--- config.mk ---
export PLATFORM = sky130hd
export DESIGN_NAME = load_store_unit
export DESIGN_NICKNAME = d
export VERILOG_FILES = /design/src/rtl/load_store_unit.sv
export SDC_FILE = /design/constraint.sdc
export NUM_CORES = 1
export LEC_CHECK = 0
export ABC_AREA = 1
export CAP_MARGIN = 10
export CORE_ASPECT_RATIO = 1.1
export CORE_MARGIN = 5
export CORE_UTILIZATION = 55
export CTS_BUF_LIST = sky130_fd_sc_hd__clkbuf_4 sky130_fd_sc_hd__clkbuf_8
export DETAILED_ROUTE_END_ITERATION = 7
export PLACE_DENSITY = 0.89
export SYNTH_ARGS = -nofsm -noshare
export SYNTH_HDL_FRONTEND = slang
export SYNTH_SLANG_ARGS = --single-unit
--- constraint.sdc ---
create_clock -name clk -period 6.53 [get_ports clk]
set_input_delay 1.306 -clock clk [delete_from_list [all_inputs] [get_ports clk]]
set_output_delay 1.306 -clock clk [all_outputs]
set_load 0.01 [all_outputs]
--- src/rtl/load_store_unit.sv ---
// Load/store unit: decodes core loads/stores into one or two aligned bus beats, merges and extends load data.
// Latency: accept to resp_valid is 3 cycles aligned, 5 cycles split, 1 cycle fault (zero-wait bus).
// Backpressure: req_ready only in IDLE; bus beats are held stable until mem_gnt, so a slow grant stalls the unit.
module load_store_unit #(
  parameter int XLEN             = 32,
  parameter int ADDR_W           = 32,
  parameter bit ALLOW_MISALIGNED = 1'b1
) (
  input  logic                clk,
  input  logic                rst_n,
  input  logic                req_valid,
  output logic                req_ready,
  input  logic [6:0]          opcode,
  input  logic [2:0]          func3,
  input  logic [ADDR_W-1:0]   addr,
  input  logic [XLEN-1:0]     reg_data,
  output logic                resp_valid,
  output logic [XLEN-1:0]     load_data,
  output logic                fault,
  output logic                busy,
  output logic                mem_req,
  output logic                mem_we,
  output logic [ADDR_W-1:0]   mem_addr,
  output logic [XLEN/8-1:0]   mem_be,
  output logic [XLEN-1:0]     mem_wdata,
  input  logic                mem_gnt,
  input  logic                mem_rvalid,
  input  logic [XLEN-1:0]     mem_rdata
);

  localparam int BYTES = XLEN / 8;
  localparam int OFF_W = $clog2(BYTES);
  localparam logic [6:0] OP_LOAD  = 7'b0000011;
  localparam logic [6:0] OP_STORE = 7'b0100011;

  typedef enum logic [2:0] {S_IDLE, S_REQ1, S_WAIT1, S_REQ2, S_WAIT2, S_RESP} state_t;

  state_t            state_q, state_d;
  logic [ADDR_W-1:0] addr_q, addr_d;
  logic [2:0]        func3_q, func3_d;
  logic [XLEN-1:0]   wdata_q, wdata_d;
  logic              store_q, store_d;
  logic              fault_q, fault_d;
  logic [XLEN-1:0]   rdata1_q, rdata1_d;
  logic [XLEN-1:0]   load_data_q, load_data_d;

  // Incoming request decode
  logic       in_is_ls, in_is_store, in_illegal, in_misal;
  logic [3:0] in_size;

  // Captured request decode
  logic [OFF_W-1:0]  off_c;
  logic [OFF_W:0]    shb_c;
  logic [3:0]        size_c;
  logic [BYTES-1:0]  size_mask;
  logic              split_c;
  logic [ADDR_W-1:0] base_addr;
  logic [2*XLEN-1:0] comb_rd;
  logic [XLEN-1:0]   raw_ld, ext_ld, load_res;
  int                ext_sh;

  // Decode the request on the input pins to decide fault vs. bus access at accept time
  always_comb begin
    in_is_store = (opcode == OP_STORE);
    in_is_ls    = (opcode == OP_LOAD) || in_is_store;
    in_size     = 4'd1 << func3[1:0];
    in_illegal  = (func3 == 3'b111) ||
                  (((func3 == 3'b011) || (func3 == 3'b110)) && (XLEN != 64)) ||
                  (in_is_store && func3[2]);
    // "Misaligned" is relative to the access size, not the bus width
    in_misal    = (({1'b0, addr[2:0]} & (in_size - 4'd1)) != 4'd0);
  end

  // Beat geometry and load merge/extension derived from the captured request
  always_comb begin
    off_c     = addr_q[OFF_W-1:0];
    shb_c     = (OFF_W+1)'(BYTES) - {1'b0, off_c};
    size_c    = 4'd1 << func3_q[1:0];
    size_mask = '0;
    for (int i = 0; i < BYTES; i++) size_mask[i] = (i < int'(size_c));
    split_c   = (int'(off_c) + int'(size_c)) > BYTES;
    base_addr = {addr_q[ADDR_W-1:OFF_W], {OFF_W{1'b0}}};
    // Beat 2 bytes sit above beat 1 bytes; a single beat leaves the upper half zero
    comb_rd   = split_c ? {mem_rdata, rdata1_q} : {{XLEN{1'b0}}, mem_rdata};
    raw_ld    = XLEN'(comb_rd >> {off_c, 3'b000});
    ext_sh    = XLEN - 8 * int'(size_c);
    if (ext_sh < 0) ext_sh = 0;
    ext_ld    = raw_ld << ext_sh;
    load_res  = func3_q[2] ? (ext_ld >> ext_sh) : XLEN'($signed(ext_ld) >>> ext_sh);
  end

  // Next-state logic and request/response bookkeeping
  always_comb begin
    state_d     = state_q;
    addr_d      = addr_q;
    func3_d     = func3_q;
    wdata_d     = wdata_q;
    store_d     = store_q;
    fault_d     = fault_q;
    rdata1_d    = rdata1_q;
    load_data_d = load_data_q;
    case (state_q)
      S_IDLE: begin
        if (req_valid && in_is_ls) begin
          addr_d  = addr;
          func3_d = func3;
          wdata_d = reg_data;
          store_d = in_is_store;
          if (in_illegal || (!ALLOW_MISALIGNED && in_misal)) begin
            fault_d     = 1'b1;
            load_data_d = '0;
            state_d     = S_RESP;
          end else begin
            fault_d = 1'b0;
            state_d = S_REQ1;
          end
        end
      end
      S_REQ1:  if (mem_gnt) state_d = S_WAIT1;
      S_WAIT1: begin
        if (mem_rvalid) begin
          rdata1_d = mem_rdata;
          if (split_c) begin
            state_d = S_REQ2;
          end else begin
            load_data_d = store_q ? '0 : load_res;
            state_d     = S_RESP;
          end
        end
      end
      S_REQ2:  if (mem_gnt) state_d = S_WAIT2;
      S_WAIT2: begin
        if (mem_rvalid) begin
          load_data_d = store_q ? '0 : load_res;
          state_d     = S_RESP;
        end
      end
      S_RESP:  state_d = S_IDLE;
      default: state_d = S_IDLE;
    endcase
  end

  // Bus and core-facing outputs decoded from state; beat fields are zero outside REQ states
  always_comb begin
    req_ready  = (state_q == S_IDLE);
    busy       = (state_q != S_IDLE);
    resp_valid = (state_q == S_RESP);
    fault      = resp_valid && fault_q;
    load_data  = load_data_q;
    mem_req    = (state_q == S_REQ1) || (state_q == S_REQ2);
    mem_we     = mem_req && store_q;
    mem_addr   = '0;
    mem_be     = '0;
    mem_wdata  = '0;
    if (state_q == S_REQ1) begin
      mem_addr  = base_addr;
      mem_be    = size_mask << off_c;
      mem_wdata = wdata_q << {off_c, 3'b000};
    end else if (state_q == S_REQ2) begin
      mem_addr  = base_addr + ADDR_W'(BYTES);
      mem_be    = size_mask >> shb_c;
      mem_wdata = wdata_q >> {shb_c, 3'b000};
    end
  end

  // State and captured-request registers with synchronous reset
  always_ff @(posedge clk) begin
    if (!rst_n) begin
      state_q     <= S_IDLE;
      addr_q      <= '0;
      func3_q     <= '0;
      wdata_q     <= '0;
      store_q     <= 1'b0;
      fault_q     <= 1'b0;
      rdata1_q    <= '0;
      load_data_q <= '0;
    end else begin
      state_q     <= state_d;
      addr_q      <= addr_d;
      func3_q     <= func3_d;
      wdata_q     <= wdata_d;
      store_q     <= store_d;
      fault_q     <= fault_d;
      rdata1_q    <= rdata1_d;
      load_data_q <= load_data_d;
    end
  end

endmodule
==> results.cfg, run 1 <==
[clock_tree]
cts_buffer_depth = 2
cts_made_buffers = 17
clk_pin_slew_ns = 0.07
cts_resized = 0
cts_tree = yes
cts_setup_buffers = 0
clock_sinks = 136
cts_max_level = 4
root_buffer = clkbuf_8
insertion_delay_ns = 0.47
postCtsHoldBufs = 0

[drt]
dr_total_vias = 10464
wl_per_cell_um = 17.0
antenna_left = 0
drt_wl_total_um = 29900
dr.pass1.iters = 6
route.detailed.drc = 0
vias_per_cell = 5.95
drt-initial-drc-count = 1104

[logic_synthesis]
async_flop_share = 0
postSynthCellCount = 1401
ys.warnings.count = 0
synth_area_mm2 = 0.00861
synth_cell_type_count = 46
synth_edf_count = 0
synth.largest_area_cell = dfxtp_1
dominantRegCellSynth = dfxtp_1
netlist.area_leader.share = 0.316
seq_area_frac_synth = 0.316
synth-seq-cells = 136
synthTopCellsByArea = dfxtp_1 (32%), o21ai_0 (13%), nand2_1 (12%)
synth.avg_cell_area_um2 = 6.14

[power_and_ir_drop]
p_int_mw = 1.44
p_sw_frac = 0.282
pwr_density_cell_mw_per_mm2 = 181
leakage_nw = 4.05
power.switching_uw = 566
clkPwrFrac = 0.403
ir_worst_vdd_mv = 0.147
combPwrFrac = 0.171
seqPwrFrac = 0.425

[global_routing]
first_global_vias = 9506
globalRouteOverflowTotal = 0
antenna_found_initial = 0
grt_pass1_wl_um = 47000
grt_max_degree = 110
grt_usage = 0.319

[setup_path]
critPathCaptureType = output port
worst_path_most_repeated_cell = inv_1
crit_path_max_incr_delay_ns = 0.78
rrSetupSlack_ns = 1.42
critPathBufInv = 4
timing.rr.start = func3_q[1]
path_delay_family = buffers and inverters
path_cells = inv_2 -> ha_1 -> inv_1 -> nand2_1 -> inv_1 -> nand4_1 -> o31ai_1 -> clkdlybuf4s50_1
path_class = reg -> out
worstPathRequired_ns = 5.22
crit_arrival_ns = 3.97
rr_endpoint = load_data[8]
slowest_stage = dfxtp_2
start_kind = register
critPathMaxFanout = 35
worst_r2r_path_depth = 14

[timing]
setup_tns_ns = 0
slew_viol_final = 0
hold_viol_final = 0
setup_viol = 0
period_needed_ns = 5.28
skew_ns = 0.0148
max_freq_ghz = 0.190
slew_headroom = 0.271
rsz0062_at_grt = no
post-route-period-util = 0.808
worst_slew_pin_slew_ns = 1.09

[placed_design]
place.gp.congestion = 0.993
dp_hpwl_um = 21500
portBuffers = 214

[hold_path]
holdPathStages = 2
hold_class = reg -> reg
min_to = rdata1_q[20]
hold_start = rdata1_q[20]

[layout]
multi_input_area_mm2 = 0.00502
seq_area_mm2 = 0.00273
fillers = 1340
fin_util = 0.714
diodes = 0
drive_gt1_frac = 0.0475
final_nets = 1661
syn_to_final_growth_pct = 29.1

[floorplanning]
fp.dieArea_mm2 = 0.0183
core-area_mm2 = 0.0156
fp.dieW_um = 129
row_count = 48
die_h_um = 141
start_util = 0.553
io_pins = 217

[run_status]
outcome = finished clean

[run]
max_cap_violations = 0
-- cell usage after synthesis (3+ instances only) --
cell        n
buf_4       6
nand4_1     9
inv_1     113
nor2_4      4
nand3_1   119
or2_2       6
o211ai_1   20
o22ai_1     9
o32ai_1     3
xor2_1      6
buf_2      17
nor3_1      6
o21ai_0   221
inv_2       8
nor2_1    138
ha_1        4
nand2_1   286
buf_1      10
a21oi_1   154
a22oi_1     8
clkbuf_1   64
nor2_2      4
o21a_1      8
nor4_1      9
dfxtp_1   136
a31oi_1     6
-- final cells by class --
cell class | instances | share of cell area
Clock buffer | 19 | 0.0230
Clock inverter | 12 | 0.0179
Inverter | 123 | 0.0418
Multi-Input combinational cell | 1046 | 0.452
Sequential cell | 136 | 0.245
Tap cell | 200 | 0.0225
Timing Repair Buffer | 222 | 0.198
-- stage by stage --
| stage | hold WS [ns] | std cells | setup WS [ns] | total power, mW | instance area, um2 |
|---|---|---|---|---|---|
| 2_1_floorplan | 0.430 | 1402 | 2.88 | 1.05 | 8610 |
| 3_3_place_gp | 0.440 | 1727 | 1.74 | 1.21 | 10700 |
| 3_5_place_dp | 0.447 | 1727 | 1.58 | 1.21 | 10700 |
| 4_1_cts | 0.457 | 1758 | 1.33 | 2.00 | 11100 |
| 5_1_grt | 0.477 | 1758 | 1.02 | 2.08 | 11100 |
| 6_report | 0.454 | 1758 | 1.25 | 2.01 | 11100 |
-- worst reg2reg max path, delay by kind of cell, from the launching register on --
family	cells	cell delay [ns]
DFF	1	0.92
AOI/OAI and AO/OA	2	0.31
buffers and inverters	2	0.71
adders and majority gates	2	0.54
and+or+nand+nor	8	2.52
-- power by group through the flow --
stage / clock network (mW) / logic, mW / registers [mW]
CTS: 0.811 / 0.338 / 0.854
global route: 0.854 / 0.374 / 0.855
finish: 0.809 / 0.344 / 0.854
floorplan: 0 / 0.183 / 0.870
detailed placement: 0 / 0.336 / 0.873
global placement: 0 / 0.334 / 0.872
-- state kept, by name, indices dropped and copies added (netlist names) --
| signal | count |
|---|---|
| wdata_q | 32 |
| state_q | 3 |
| rdata1_q | 32 |
| func3_q | 3 |
| fault_q | 1 |
| store_q | 1 |
| load_data | 32 |
| addr_q | 32 |
-- logic make-up (layout without fill, tap and decap cells) --
kind of cell | after synthesis | count (layout) | share of synthesized area
other cells | 1 | 2 | 0.000436
simple gates | 594 | 594 | 0.297
compound gates | 439 | 439 | 0.272
fa+ha+maj | 4 | 4 | 0.00582
buf+inv | 220 | 376 | 0.101
xor+xnor | 7 | 7 | 0.00712
flops | 136 | 136 | 0.316
-- metal layers --
metal / vias to the layer above / GRT usage / part of all wire
met1: 4683 / 0.390 / 0.38
li1: 4992 / - / -
met3: 128 / 0.0743 / 0.10
met2: 661 / 0.519 / 0.46
met4: 0 / 0.165 / 0.053
met5: - / 0 / 0
-- cells in the final DEF (no fill, tap or decap), types with 3 or more instances in the layout --
cell type	netlist	layout
o32ai_1	3	3
nor4_1	9	9
o21a_1	8	8
or2_2	6	6
nand2_1	286	285
o22ai_1	9	9
clkdlybuf4s50_1	0	213
nor2_4	4	4
ha_1	4	4
dfxtp_1	136	134
nor2_2	4	4
inv_1	113	112
a31oi_1	6	6
a21oi_1	154	154
o21ai_0	221	221
nor3_1	6	6
nand2_2	2	3
xor2_1	6	6
nand4_1	9	9
clkbuf_8	0	18
nand3_1	119	119
inv_2	8	9
o211ai_1	20	20
buf_4	6	8
clkinv_2	0	3
a22oi_1	8	8
bufinv_16	0	5
nor2_1	138	138
-- worst max-delay path by stage --
| stage | endpoint | slack [ns] | from | cells past startpoint |
|---|---|---|---|---|
| 2_1_floorplan | mem_be[1] | 2.88 | addr_q[0] | 10 |
| 3_3_place_gp | load_data[8] | 1.74 | func3_q[1] | 14 |
| 3_5_place_dp | load_data[8] | 1.58 | func3_q[1] | 14 |
| 4_1_cts | mem_be[3] | 1.33 | addr_q[0] | 8 |
| 5_1_grt | load_data[8] | 1.02 | func3_q[1] | 14 |
| 6_report | mem_be[3] | 1.25 | addr_q[0] | 8 |
Power figures use the tool's default switching activity.
==> run 2, diff against run 1 <==
--- a/config.mk
+++ b/config.mk
@@ -9,10 +9,10 @@
 export CAP_MARGIN = 10
 export CORE_ASPECT_RATIO = 1.1
 export CORE_MARGIN = 5
-export CORE_UTILIZATION = 55
+export CORE_UTILIZATION = 46
 export CTS_BUF_LIST = sky130_fd_sc_hd__clkbuf_4 sky130_fd_sc_hd__clkbuf_8
 export DETAILED_ROUTE_END_ITERATION = 7
-export PLACE_DENSITY = 0.89
+export PLACE_DENSITY = 0.8
 export SYNTH_ARGS = -nofsm -noshare
 export SYNTH_HDL_FRONTEND = slang
 export SYNTH_SLANG_ARGS = --single-unit
==> constraint.sdc (replaced) <==
create_clock -name clk -period 4.79 [get_ports clk]
set_input_delay 0.958 -clock clk [delete_from_list [all_inputs] [get_ports clk]]
set_output_delay 0.958 -clock clk [all_outputs]
set_load 0.01 [all_outputs]
==> run 2 against run 1 <==
  * Sequential share of layout area shrank 0.34 points
  * Power grew 36%
  * Combinational power grew 37%
  * Flip-flop and latch count is the same
  * Critical path depth grew 4
  * Final area grew 1.4%
  * Final cell count grew 3.2%
  * Count of clock-buffer cells in the layout shrank 2
  * Setup slack lost 1.0 ns
  * Global-route usage shrank 4.6 points
  * Non-clock buffer count grew 13
  * Largest power group unchanged
  * Highest routed layer unchanged
==> results.cfg, run 2 (same netlist as run 1, synthesis figures left out) <==
[layout]
final_nets = 1674
syn_to_final_growth_pct = 30.9
drive_gt1_frac = 0.0566
diodes = 0
final_cell_mix = nand2_1 (285), o21ai_0 (221), clkdlybuf4s50_1 (213)
layout_commonest_cell = nand2_1
final_cells = 1815

[floorplanning]
die_h_um = 153
fp.dieW_um = 140
fp.dieArea_mm2 = 0.0215
core-area_mm2 = 0.0184
start_util = 0.467
row_count = 52
io_pins = 217

[clock_tree]
cts_resized = 0
postCtsHoldBufs = 0
clock_sinks = 136
cts_max_level = 4
cts_buffer_depth = 2
insertion_delay_ns = 0.47
clk_pin_slew_ns = 0.08
root_buffer = clkbuf_8
cts_setup_buffers = 0
cts_tree = yes
cts_made_buffers = 17

[run_status]
outcome = finished clean

[drt]
vias_per_cell = 5.67
drt-initial-drc-count = 880
drt_wl_total_um = 30600
route.detailed.drc = 0
wl_per_cell_um = 16.9
antenna_left = 0
dr_total_vias = 10286
dr.pass1.iters = 7

[timing]
setup_viol = 0
rsz0062_at_grt = no
slew_headroom = 0.343
fin_ws_ns = 0.237
holdWs_ns = 0.460
post-route-period-util = 0.951
period_needed_ns = 4.55
setup_tns_ns = 0
worst_slew_pin_slew_ns = 0.980
skew_ns = 0.0102
hold_viol_final = 0
max_freq_ghz = 0.220
slew_viol_final = 0

[global_routing]
globalRouteOverflowTotal = 0
first_global_vias = 9446
grt_usage = 0.273
antenna_found_initial = 0
grt_max_degree = 103
grt_pass1_wl_um = 47900

[placed_design]
portBuffers = 214
dp_hpwl_um = 22800
place_ws_ns = 0.648
dp_cells = 1783
place.gp.congestion = 0.969

[setup_path]
start_kind = register
path_class = reg -> out
critPathCaptureType = output port
critPathMaxFanout = 18
worstPathRequired_ns = 3.83
slowest_stage = clkdlybuf4s50_1
path_cells = inv_1 -> nor2_1 -> inv_2 -> nor2_4 -> inv_2 -> nor2_4 -> buf_4 -> nand2_1 -> clkinvlp_4 -> nand4_1 -> o31ai_1 -> clkdlybuf4s50_1
rrSetupSlack_ns = 0.83
crit_arrival_ns = 3.60
crit_path_max_incr_delay_ns = 0.61

[run]
max_cap_violations = 0

[power_and_ir_drop]
pwr_density_cell_mw_per_mm2 = 242
ir_worst_vdd_mv = 0.192
leakage_nw = 4.10

[hold_path]
hold_class = reg -> reg
==> run 2: power by group <==
part	leakage [nW]	internal [mW]	switching, mW
logic	2.79	0.187	0.285
clock network	0.216	0.579	0.509
registers	1.10	1.15	0.0149
total	4.10	1.91	0.808
==> run 2: final cells by class <==
| type | count | area (um2) |
|---|---|---|
| fill | 1772 | 7150 |
| multi-input combinational | 1046 | 5020 |
| sequential | 136 | 2730 |
| timing repair buffer | 235 | 2290 |
| inverter | 123 | 468 |
| tap | 243 | 304 |
| clock buffer | 17 | 234 |
| clock inverter | 15 | 215 |
==> run 2: final timing paths <==
path,start,end,depth (start not counted)
hold reg to reg,rdata1_q[30],rdata1_q[30],2
setup reg to reg,addr_q[1],load_data[28],15
setup / recovery,state_q[0],mem_be[3],12
hold / removal,rdata1_q[30],rdata1_q[30],2
==> run 2: metal layers <==
layer / vias to the layer above / share of wire / global-route usage
met5: - / 0 / 0
met2: 553 / 0.46 / 0.450
met4: 0 / 0.043 / 0.132
met3: 92 / 0.093 / 0.0528
li1: 5013 / - / -
met1: 4628 / 0.40 / 0.340
==> run 2: worst max-delay path: cells and delay by family (launching register included) <==
family	cells	cell delay, ns
AOI/OAI and AO/OA	1	0.15
buffers and inverters	6	1.54
DFF	1	0.39
and+or+nand+nor	5	1.04
==> run 2: stage by stage <==
stage | area, um2 | power, mW | utilization
2_1_floorplan | 8610 | 1.44 | -
3_3_place_gp | 10800 | 1.65 | 0.587
3_5_place_dp | 10800 | 1.65 | 0.587
4_1_cts | 11300 | 2.74 | 0.612
5_1_grt | 11300 | 2.83 | 0.612
6_report | 11300 | 2.72 | 0.612
